[src/rtl/div_pkg.sv]
// Shared types and sizing for the 32/16 restoring divider.
package div_pkg;

  localparam int QW = 16;
  localparam int DW = 32;
  localparam int CW = $clog2(QW);
  localparam logic [QW-1:0] QMAX = 16'hFFFF;

  typedef enum logic [1:0] {IDLE, CALC, SIGN, DONE} state_t;

endpackage

[src/rtl/div_step.sv]
// One restoring-division iteration: shift in a dividend bit, trial-subtract the divisor.
module div_step
  import div_pkg::*;
(
  input  logic [QW-1:0] p,
  input  logic          din,
  input  logic [QW-1:0] dvs,
  output logic [QW-1:0] p_next,
  output logic          qbit
);

  logic [QW:0] shifted;

  // The incoming partial remainder is always below the divisor, so the
  // post-subtract value fits back into QW bits.
  always_comb begin
    shifted = {p, din};
    qbit    = (shifted >= {1'b0, dvs});
    p_next  = qbit ? QW'(shifted - {1'b0, dvs}) : shifted[QW-1:0];
  end

endmodule

[src/rtl/div_32x16_restoring_seq.sv]
// Sequential restoring divider, 32/16 -> 16-bit quotient and remainder, one bit per cycle.
// Define DIV_SIGNED_EN for two's-complement operands with truncating division.
module div_32x16_restoring_seq
  import div_pkg::*;
(
  input  logic          clk,
  input  logic          rst,
  input  logic          in_valid,
  output logic          in_ready,
  input  logic [DW-1:0] dividend,
  input  logic [QW-1:0] divisor,
  output logic          out_valid,
  input  logic          out_ready,
  output logic [QW-1:0] quotient,
  output logic [QW-1:0] remainder,
  output logic          dbz,
  output logic          ovf
);

  state_t          state, state_nxt;
  logic            chk;
  logic [CW-1:0]   cnt;
  logic [DW-1:0]   a_q;
  logic [QW-1:0]   b_q;
  logic [QW-1:0]   p;
  logic [QW-1:0]   lo;
  logic [QW-1:0]   dvs;
  logic [DW-1:0]   a_mag;
  logic [QW-1:0]   b_mag;
  logic [QW-1:0]   p_nxt;
  logic            qbit;
  logic            pre_dbz, pre_ovf;
  logic [QW-1:0]   ovf_q;

`ifdef DIV_SIGNED_EN
  logic q_neg, r_neg;
  assign r_neg = a_q[DW-1];
  assign q_neg = a_q[DW-1] ^ b_q[QW-1];
  assign a_mag = a_q[DW-1] ? -a_q : a_q;
  assign b_mag = b_q[QW-1] ? -b_q : b_q;
  assign ovf_q = q_neg ? 16'h8000 : 16'h7FFF;
`else
  assign a_mag = a_q;
  assign b_mag = b_q;
  assign ovf_q = QMAX;
`endif

  assign pre_dbz   = (b_q == '0);
  assign pre_ovf   = !pre_dbz && (a_mag[DW-1:QW] >= b_mag);
  assign in_ready  = (state == IDLE);
  assign out_valid = (state == DONE);

  div_step u_step (
    .p      (p),
    .din    (lo[QW-1]),
    .dvs    (dvs),
    .p_next (p_nxt),
    .qbit   (qbit)
  );

  always_ff @(posedge clk) begin
    if (rst) state <= IDLE;
    else     state <= state_nxt;
  end

  // NOTE: next-state is assigned a default before the case so no path leaves it unassigned (no latch).
  always_comb begin
    state_nxt = state;
    case (state)
      IDLE: if (in_valid) state_nxt = CALC;
      CALC: begin
        if (chk) begin
          if (pre_dbz || pre_ovf) state_nxt = DONE;
        end else if (cnt == '0) begin
`ifdef DIV_SIGNED_EN
          state_nxt = SIGN;
`else
          state_nxt = DONE;
`endif
        end
      end
      SIGN: state_nxt = DONE;
      DONE: if (out_ready) state_nxt = IDLE;
      default: state_nxt = IDLE;
    endcase
  end

  // The first CALC cycle (chk set) screens for divide-by-zero and overflow
  // before the 16 shift/subtract iterations start.
  // NOTE: all state here uses non-blocking assignments; every register, including operands, is reset.
  always_ff @(posedge clk) begin
    if (rst) begin
      chk       <= 1'b0;
      cnt       <= '0;
      a_q       <= '0;
      b_q       <= '0;
      p         <= '0;
      lo        <= '0;
      dvs       <= '0;
      quotient  <= '0;
      remainder <= '0;
      dbz       <= 1'b0;
      ovf       <= 1'b0;
    end else begin
      case (state)
        IDLE: if (in_valid) begin
          a_q <= dividend;
          b_q <= divisor;
          chk <= 1'b1;
          dbz <= 1'b0;
          ovf <= 1'b0;
        end
        CALC: begin
          if (chk) begin
            chk <= 1'b0;
            if (pre_dbz) begin
              dbz       <= 1'b1;
              quotient  <= QMAX;
              remainder <= a_q[QW-1:0];
            end else if (pre_ovf) begin
              ovf       <= 1'b1;
              quotient  <= ovf_q;
              remainder <= '0;
            end else begin
              p   <= a_mag[DW-1:QW];
              lo  <= a_mag[QW-1:0];
              dvs <= b_mag;
              cnt <= CW'(QW - 1);
            end
          end else begin
            // lo shifts dividend bits out the top and quotient bits in the bottom.
            p  <= p_nxt;
            lo <= {lo[QW-2:0], qbit};
            if (cnt != '0) cnt <= cnt - 1'b1;
            else begin
              quotient  <= {lo[QW-2:0], qbit};
              remainder <= p_nxt;
            end
          end
        end
`ifdef DIV_SIGNED_EN
        SIGN: begin
          if (q_neg && (quotient > 16'h8000)) begin
            ovf       <= 1'b1;
            quotient  <= 16'h8000;
            remainder <= '0;
          end else if (!q_neg && (quotient > 16'h7FFF)) begin
            ovf       <= 1'b1;
            quotient  <= 16'h7FFF;
            remainder <= '0;
          end else begin
            quotient  <= q_neg ? -quotient : quotient;
            remainder <= r_neg ? -remainder : remainder;
          end
        end
`endif
        default: ;
      endcase
    end
  end

endmodule
[config.mk]
export PLATFORM = sky130hd
export DESIGN_NAME = div_32x16_restoring_seq
export DESIGN_NICKNAME = d
export VERILOG_FILES = /design/src/rtl/div_pkg.sv /design/src/rtl/div_step.sv /design/src/rtl/div_32x16_restoring_seq.sv
export SDC_FILE = /design/constraint.sdc
export NUM_CORES = 1
export LEC_CHECK = 0
export BUFFER_PORTS_ARGS = -buffer_cell sky130_fd_sc_hd__buf_2
export CORE_MARGIN = 4
export CORE_UTILIZATION = 55
export DETAILED_ROUTE_END_ITERATION = 10
export PLACE_DENSITY = 0.73
export SYNTH_ARGS = -nofsm -noshare
export SYNTH_HDL_FRONTEND = slang
export SYNTH_SLANG_ARGS = --single-unit
export TNS_END_PERCENT = 50
[constraint.sdc]
create_clock -name clk -period 3.1 [get_ports clk]
set_clock_uncertainty 0.2 [all_clocks]
set_input_delay 0.155 -clock clk [delete_from_list [all_inputs] [get_ports clk]]
set_output_delay 0.155 -clock clk [all_outputs]
set_load 0.03 [all_outputs]
# Yosys cells after proc, flatten, opt, wreduce, memory -nomap -nowiden
# Index checks and enable logic that the tools add are counted.
# Widths: inputs -> output; s select.
# word_totals
register_bits	137
wordCells	86
inputBits	52
output_inout_bits	36
# classes
n_addsub	2
n_reduce_logical	18
mux	35
magnitude_cmp	2
n_bitwise	2
eq_ne	15
# ops
op	count
$mux 16	15
$ge 17x16->1	1
$ge 16x16->1	1
$logic_not 16->1	1
$mux 4	4
$ne 2x2->1 const B	8
$reduce_and 4->1	4
$sub 16x16->16	1
$mux 2	5
$pmux 2 s4	1
$mux 1	7
$ne 3x3->1 const B	2
$pmux 1 s2	3
$reduce_and 3->1	2
$reduce_and 5->1	1
$eq 2x2->1 const B	2
$logic_not 4->1	1
$reduce_and 2->1	2
$reduce_bool 2->1	2
$reduce_bool 4->1	1
$sub 4x1->4 const B	1
$ne 3x1->1 const B	1
$eq 2x1->1 const B	1
$logic_not 2->1	1
other kinds (5)	6

# Depth between registers and ports, before layout
# depth
depth_word	7
ltp_mapped	13
depth_no_buf	11

# By module
# A second synthesis with hierarchy kept.
# unflattened
cells_unflattened	874
hier_area_um2	7363.3
# by_module_without_submodules
mod	instances	seq_area_each_um2	area_per_inst_um2	cells_per_inst
div_32x16_restoring_seq	1	2742.6	6198.4	718
div_step	1	0.0	1164.9	156

# Worst setup path before layout
# OpenSTA, ideal clock, no wires.
# synth_path
path_type	register -> register
from	reg dvs[10]
to	reg remainder[12]
required_time_ps	2765
synth_period_minus_slack_ps	2524
arrival_time_ps	2189
stages_incl_launch_ff	13
slack_ps	576
setup_ps	135
cell_sequence	dfxtp_1 -> inv_1 -> ha_1 -> a21o_1 -> a21o_1 -> nor3_2 -> a21oi_1 -> o21a_1 -> buf_6 -> buf_12 -> mux2_4 -> nand2_2 -> a311oi_2
# synth_between
elab_chain_len	4
word_cells_on_any_way	5
cone_classes	add/sub: 1; order compare: 1; mux: 3
# synth_lines
item	line_no	text
start, declared	div_32x16_restoring_seq.sv:27	logic [QW-1:0] dvs;
start signal, assigned	div_32x16_restoring_seq.sv:127	dvs <= b_mag;
$sub 16x16->16 / $ge 17x16->1 (equally long branches)	div_step.sv:19, div_step.sv:18	
$mux 16 (*)	div_step.sv:19	p_next = qbit ? QW'(shifted - {1'b0, dvs}) : shifted[QW-1:0];
$mux 16 (*)	div_32x16_restoring_seq.sv:134	if (cnt != '0) cnt <= cnt - 1'b1;
$mux 16 (*)	div_32x16_restoring_seq.sv:114	if (chk) begin
end signal, assigned	div_32x16_restoring_seq.sv:119	remainder <= a_q[QW-1:0];
end signal, assigned	div_32x16_restoring_seq.sv:137	remainder <= p_nxt;
end, declared	div_32x16_restoring_seq.sv:15	output logic [QW-1:0] remainder,
# Mark *: on every way between the ends. The rest lies on a longest branch, timed or not. The select of a mux whose other input is x is not followed.
# A chain may end at the register's enable or synchronous reset.

# Final worst setup path
# layout_path
from	reg b_q[7], in the netlist b_mag[7]
to	reg p[12]
# layout_between
elab_chain_len	5
word_cells_on_any_way	7
cone_classes	order compare: 1; eq/ne: 2; reduce/logical: 4
# layout_lines
item	line_no	text
start, declared	div_32x16_restoring_seq.sv:24	logic [QW-1:0] b_q;
start signal, assigned	div_32x16_restoring_seq.sv:108	b_q <= divisor;
branches (longest 4 deep; another with $ge 16x16->1)	n/a	
$reduce_and 3->1 (no line) (*)	n/a	
end signal, assigned	div_32x16_restoring_seq.sv:125	p <= a_mag[DW-1:QW];
end signal, assigned	div_32x16_restoring_seq.sv:132	p <= p_nxt;
end, declared	div_32x16_restoring_seq.sv:25	logic [QW-1:0] p;
# Mark *: on every way between the ends.

==> qor.csv <==
stage,metric,value,unit
outcome,outcome,"complete, but fails checks",
outcome,failing checks,negative hold slack,
routing,DRC errors left,0,
place,IO buf count,87,
timing,final hold vios,1,
routing,Detailed Route Iter0 Violations,470,
timing,setup TNS,0,ns
power,peak supply drop,1000,uV
routing,total number of vias,6561,
grt,GRT overflow,0,
flow_run,Max Cap Viol,0,
logic_synthesis,Netlist cell types,62,
clocking,worst-skew pair later-pin latency,0.43,ns
layout,final core utilization,0.709,
grt,vias in the first global route,6430,
routing,Routed WL,19600,um
place,GP Congestion,0.950,
logic_synthesis,Synth Register Bits,137,
clocking,CTS tree,built,
clocking,htree depth,4,
die,initial cell density of the core,0.566,
critical_path,CP arrival,3.04,ns
logic_synthesis,syn nets,954,
critical_path,CP startpoint,b_mag[7]$_SDFFE_PP0P_,
critical_path,CP max stage delay,0.48,ns
critical_path,worst r2r src,b_mag[7]$_SDFFE_PP0P_,
die,Row Count,40,
clocking,Root Driver,clkbuf_16,
timing,period utilisation layout,0.955,
critical_path,startpoint types,register,
routing,Avg WL per Cell,16.7,um
logic_synthesis,number of flops mapped to enable cells by yosys,0,
critical_path,crit-path cells,inv_1 > ha_1 > a211oi_1 > nand3_1 > a31oi_1 > o211ai_2 > buf_4 > o21ai_0 > a211oi_2,
critical_path,R2R cell count,9,
die,Ports,88,
layout,"Design Area, Final",8590,um2
critical_path,internal reg-to-reg setup slack,0.14,ns
routing,Pre-antenna DRT Iters,5,
timing,Worst Tran Pin Value,0.762,ns
logic_synthesis,ys flop type,dfxtp_1,
timing,Final Critical Period,2.96,ns
critical_path,worst path bufs/invs,2,
timing,hold slack,-0.000265,ns
grt,first-pass GRT wire length,31700,um
routing,post-route ant nets,0,
logic_synthesis,post-synth design cell area,6860,um2
critical_path,Reg2Reg Capture Point,p[12]$_SDFFE_PP0P_,
layout,"most common cell after layout, fill and taps aside",nand2_1,
logic_synthesis,"Seq/Total Area, Yosys",0.400,
critical_path,critical path type,register to register,
logic_synthesis,Post-Syn Area per Cell,7.93,um2
critical_path,crit end category,register,
min_path,Hold WC Path Type,input port to register,
place,DP HPWL,14100,um
grt,largest net degree at the start of global routing,52,
layout,layout cells sized above 1,0.165,
critical_path,CP Data Required Time,3.18,ns
clocking,Post CTS Setup Buffer Count,0,
die,Die X,120,um
timing,Worst slew margin,0.491,
logic_synthesis,Ys Warns,0,
layout,n_diodes,0,
grt,global-route usage over all layers,0.277,
power,Leak,0.00352,uW
clocking,"Reg clk slew, reported paths",0.06,ns
die,die height,120,um
critical_path,stages on the worst setup path,9,
critical_path,"Slowest-stage cell, CP",o21ai_0,
critical_path,last element of the critical path,p[12]$_SDFFE_PP0P_,
clocking,TritonCTS Sinks,137,
place,placed cell area,7450,um2
min_path,Hold Crit Depth,5,
critical_path,"Largest delay share family, worst path",compound AO/OA/AOI/OAI gates,
die,Die Area,14300,um2
die,core area,12100,um2
clocking,CTS Buf Count,17,
critical_path,Worst Path Max Fanout,11,
timing,Fmax,338,MHz
layout,Fillers,990,
clocking,clock buffer depth,2,
power,PwrDens,1120,nW/um2
timing,count of final setup violators,0,
layout,area grow syn2layout,25.3,%
timing,unrepaired setup endpoints after global routing,false,
layout,NumNets Final,1083,
grt,initial antenna violation count,0,
logic_synthesis,synthesized instance count,864,
layout,most frequent cells in the layout,"nand2_1, dfxtp_1, a21oi_1",
routing,Via-to-Cell Ratio,5.59,
logic_synthesis,ys async rst share,0,
timing,Slew Limit Fails,0,
## what timing repair did
action,CTS,global route
resized for setup,0,1
endpoints found under the setup margin,0,19
endpoints found under the hold margin,51,0
hold buffers,54,0
## cell usage after synthesis, types with 5 or more instances
library cell / n / share of area
xnor2_1: 10 / 0.013
a311oi_1: 13 / 0.017
nor2_1: 96 / 0.053
a21o_1: 7 / 0.0077
dfxtp_1: 137 / 0.40
nand3_1: 8 / 0.0058
nand2_1: 177 / 0.097
mux2_2: 7 / 0.011
and3_1: 5 / 0.0046
a21oi_1: 98 / 0.072
ha_1: 37 / 0.068
inv_1: 43 / 0.024
nor3_1: 20 / 0.015
clkbuf_1: 30 / 0.016
buf_2: 14 / 0.010
a211oi_1: 32 / 0.035
nor2b_1: 6 / 0.0055
mux2i_1: 18 / 0.026
o21ai_0: 28 / 0.020
## worst reg2reg max path, cell delays in order, from the launching register on
cell and delay [ns]:
dfxtp_1 0.41, inv_1 0.07, ha_1 0.32, a211oi_1 0.30, nand3_1 0.12, a31oi_1 0.26
o211ai_2 0.27, buf_4 0.25, o21ai_0 0.48, a211oi_2 0.15
## flip-flops by register name, indices dropped and copies added (netlist names), 4 cells and up
register,count
b_mag,16
cnt,4
remainder,16
dvs,16
p,16
lo,16
quotient,16
a_mag,32
## kinds of logic after synthesis
logic type                 after synthesis  synth area share
and+or+nand+nor                        341             0.213
AOI/OAI and AO/OA                      213             0.200
DFF                                    137             0.400
buffers and inverters                   96            0.0599
adders and majority gates               38            0.0705
muxes                                   26            0.0400
xor gates and xnor gates                13            0.0166
## power breakdown
part           internal (uW)  switching (uW)
Combinational           1900            3090
Sequential              2220             354
Clock                   1280             768
## through the flow
| stage | setup WS (ns) | cells | total power (uW) |
|---|---|---|---|
| final | 0.139 | 1174 | 9600 |
| after floorplan | 0.576 | 864 | 6180 |
| after global routing | 0.0153 | 1174 | 10200 |
| after CTS | 0.126 | 1174 | 9550 |
| after detailed placement | 0.152 | 1088 | 7420 |
| after global placement | 0.235 | 1088 | 7310 |
## routing by layer
layer	share of wire	track usage	vias up
li1	-	-	3234
met1	0.44	0.344	3092
met2	0.49	0.473	201
met3	0.055	0.0617	34
met4	0.020	0.102	0
met5	0	0	-
## cell type report
| type | count | area, um2 | share of cell area |
|---|---|---|---|
| clock buffers | 20 | 447 | 0.0520 |
| clock inverters | 12 | 150 | 0.0175 |
| inverters | 43 | 161 | 0.0188 |
| multi-input cells | 631 | 3710 | 0.432 |
| flip-flops and latches | 137 | 2740 | 0.319 |
| well taps | 168 | 210 | 0.0245 |
| repair buffers | 163 | 1170 | 0.136 |
## worst min path at each step
stage            startpoint                      to
2_1_floorplan  dividend[16]  a_mag[16]$_SDFFE_PP0P_
3_3_place_gp   dividend[22]  a_mag[22]$_SDFFE_PP0P_
3_5_place_dp   dividend[22]  a_mag[22]$_SDFFE_PP0P_
4_1_cts           out_ready   state[0]$_SDFFE_PP0P_
5_1_grt           out_ready   state[0]$_SDFFE_PP0P_
6_report          out_ready   state[0]$_SDFFE_PP0P_
Power figures use the tool's default switching activity.
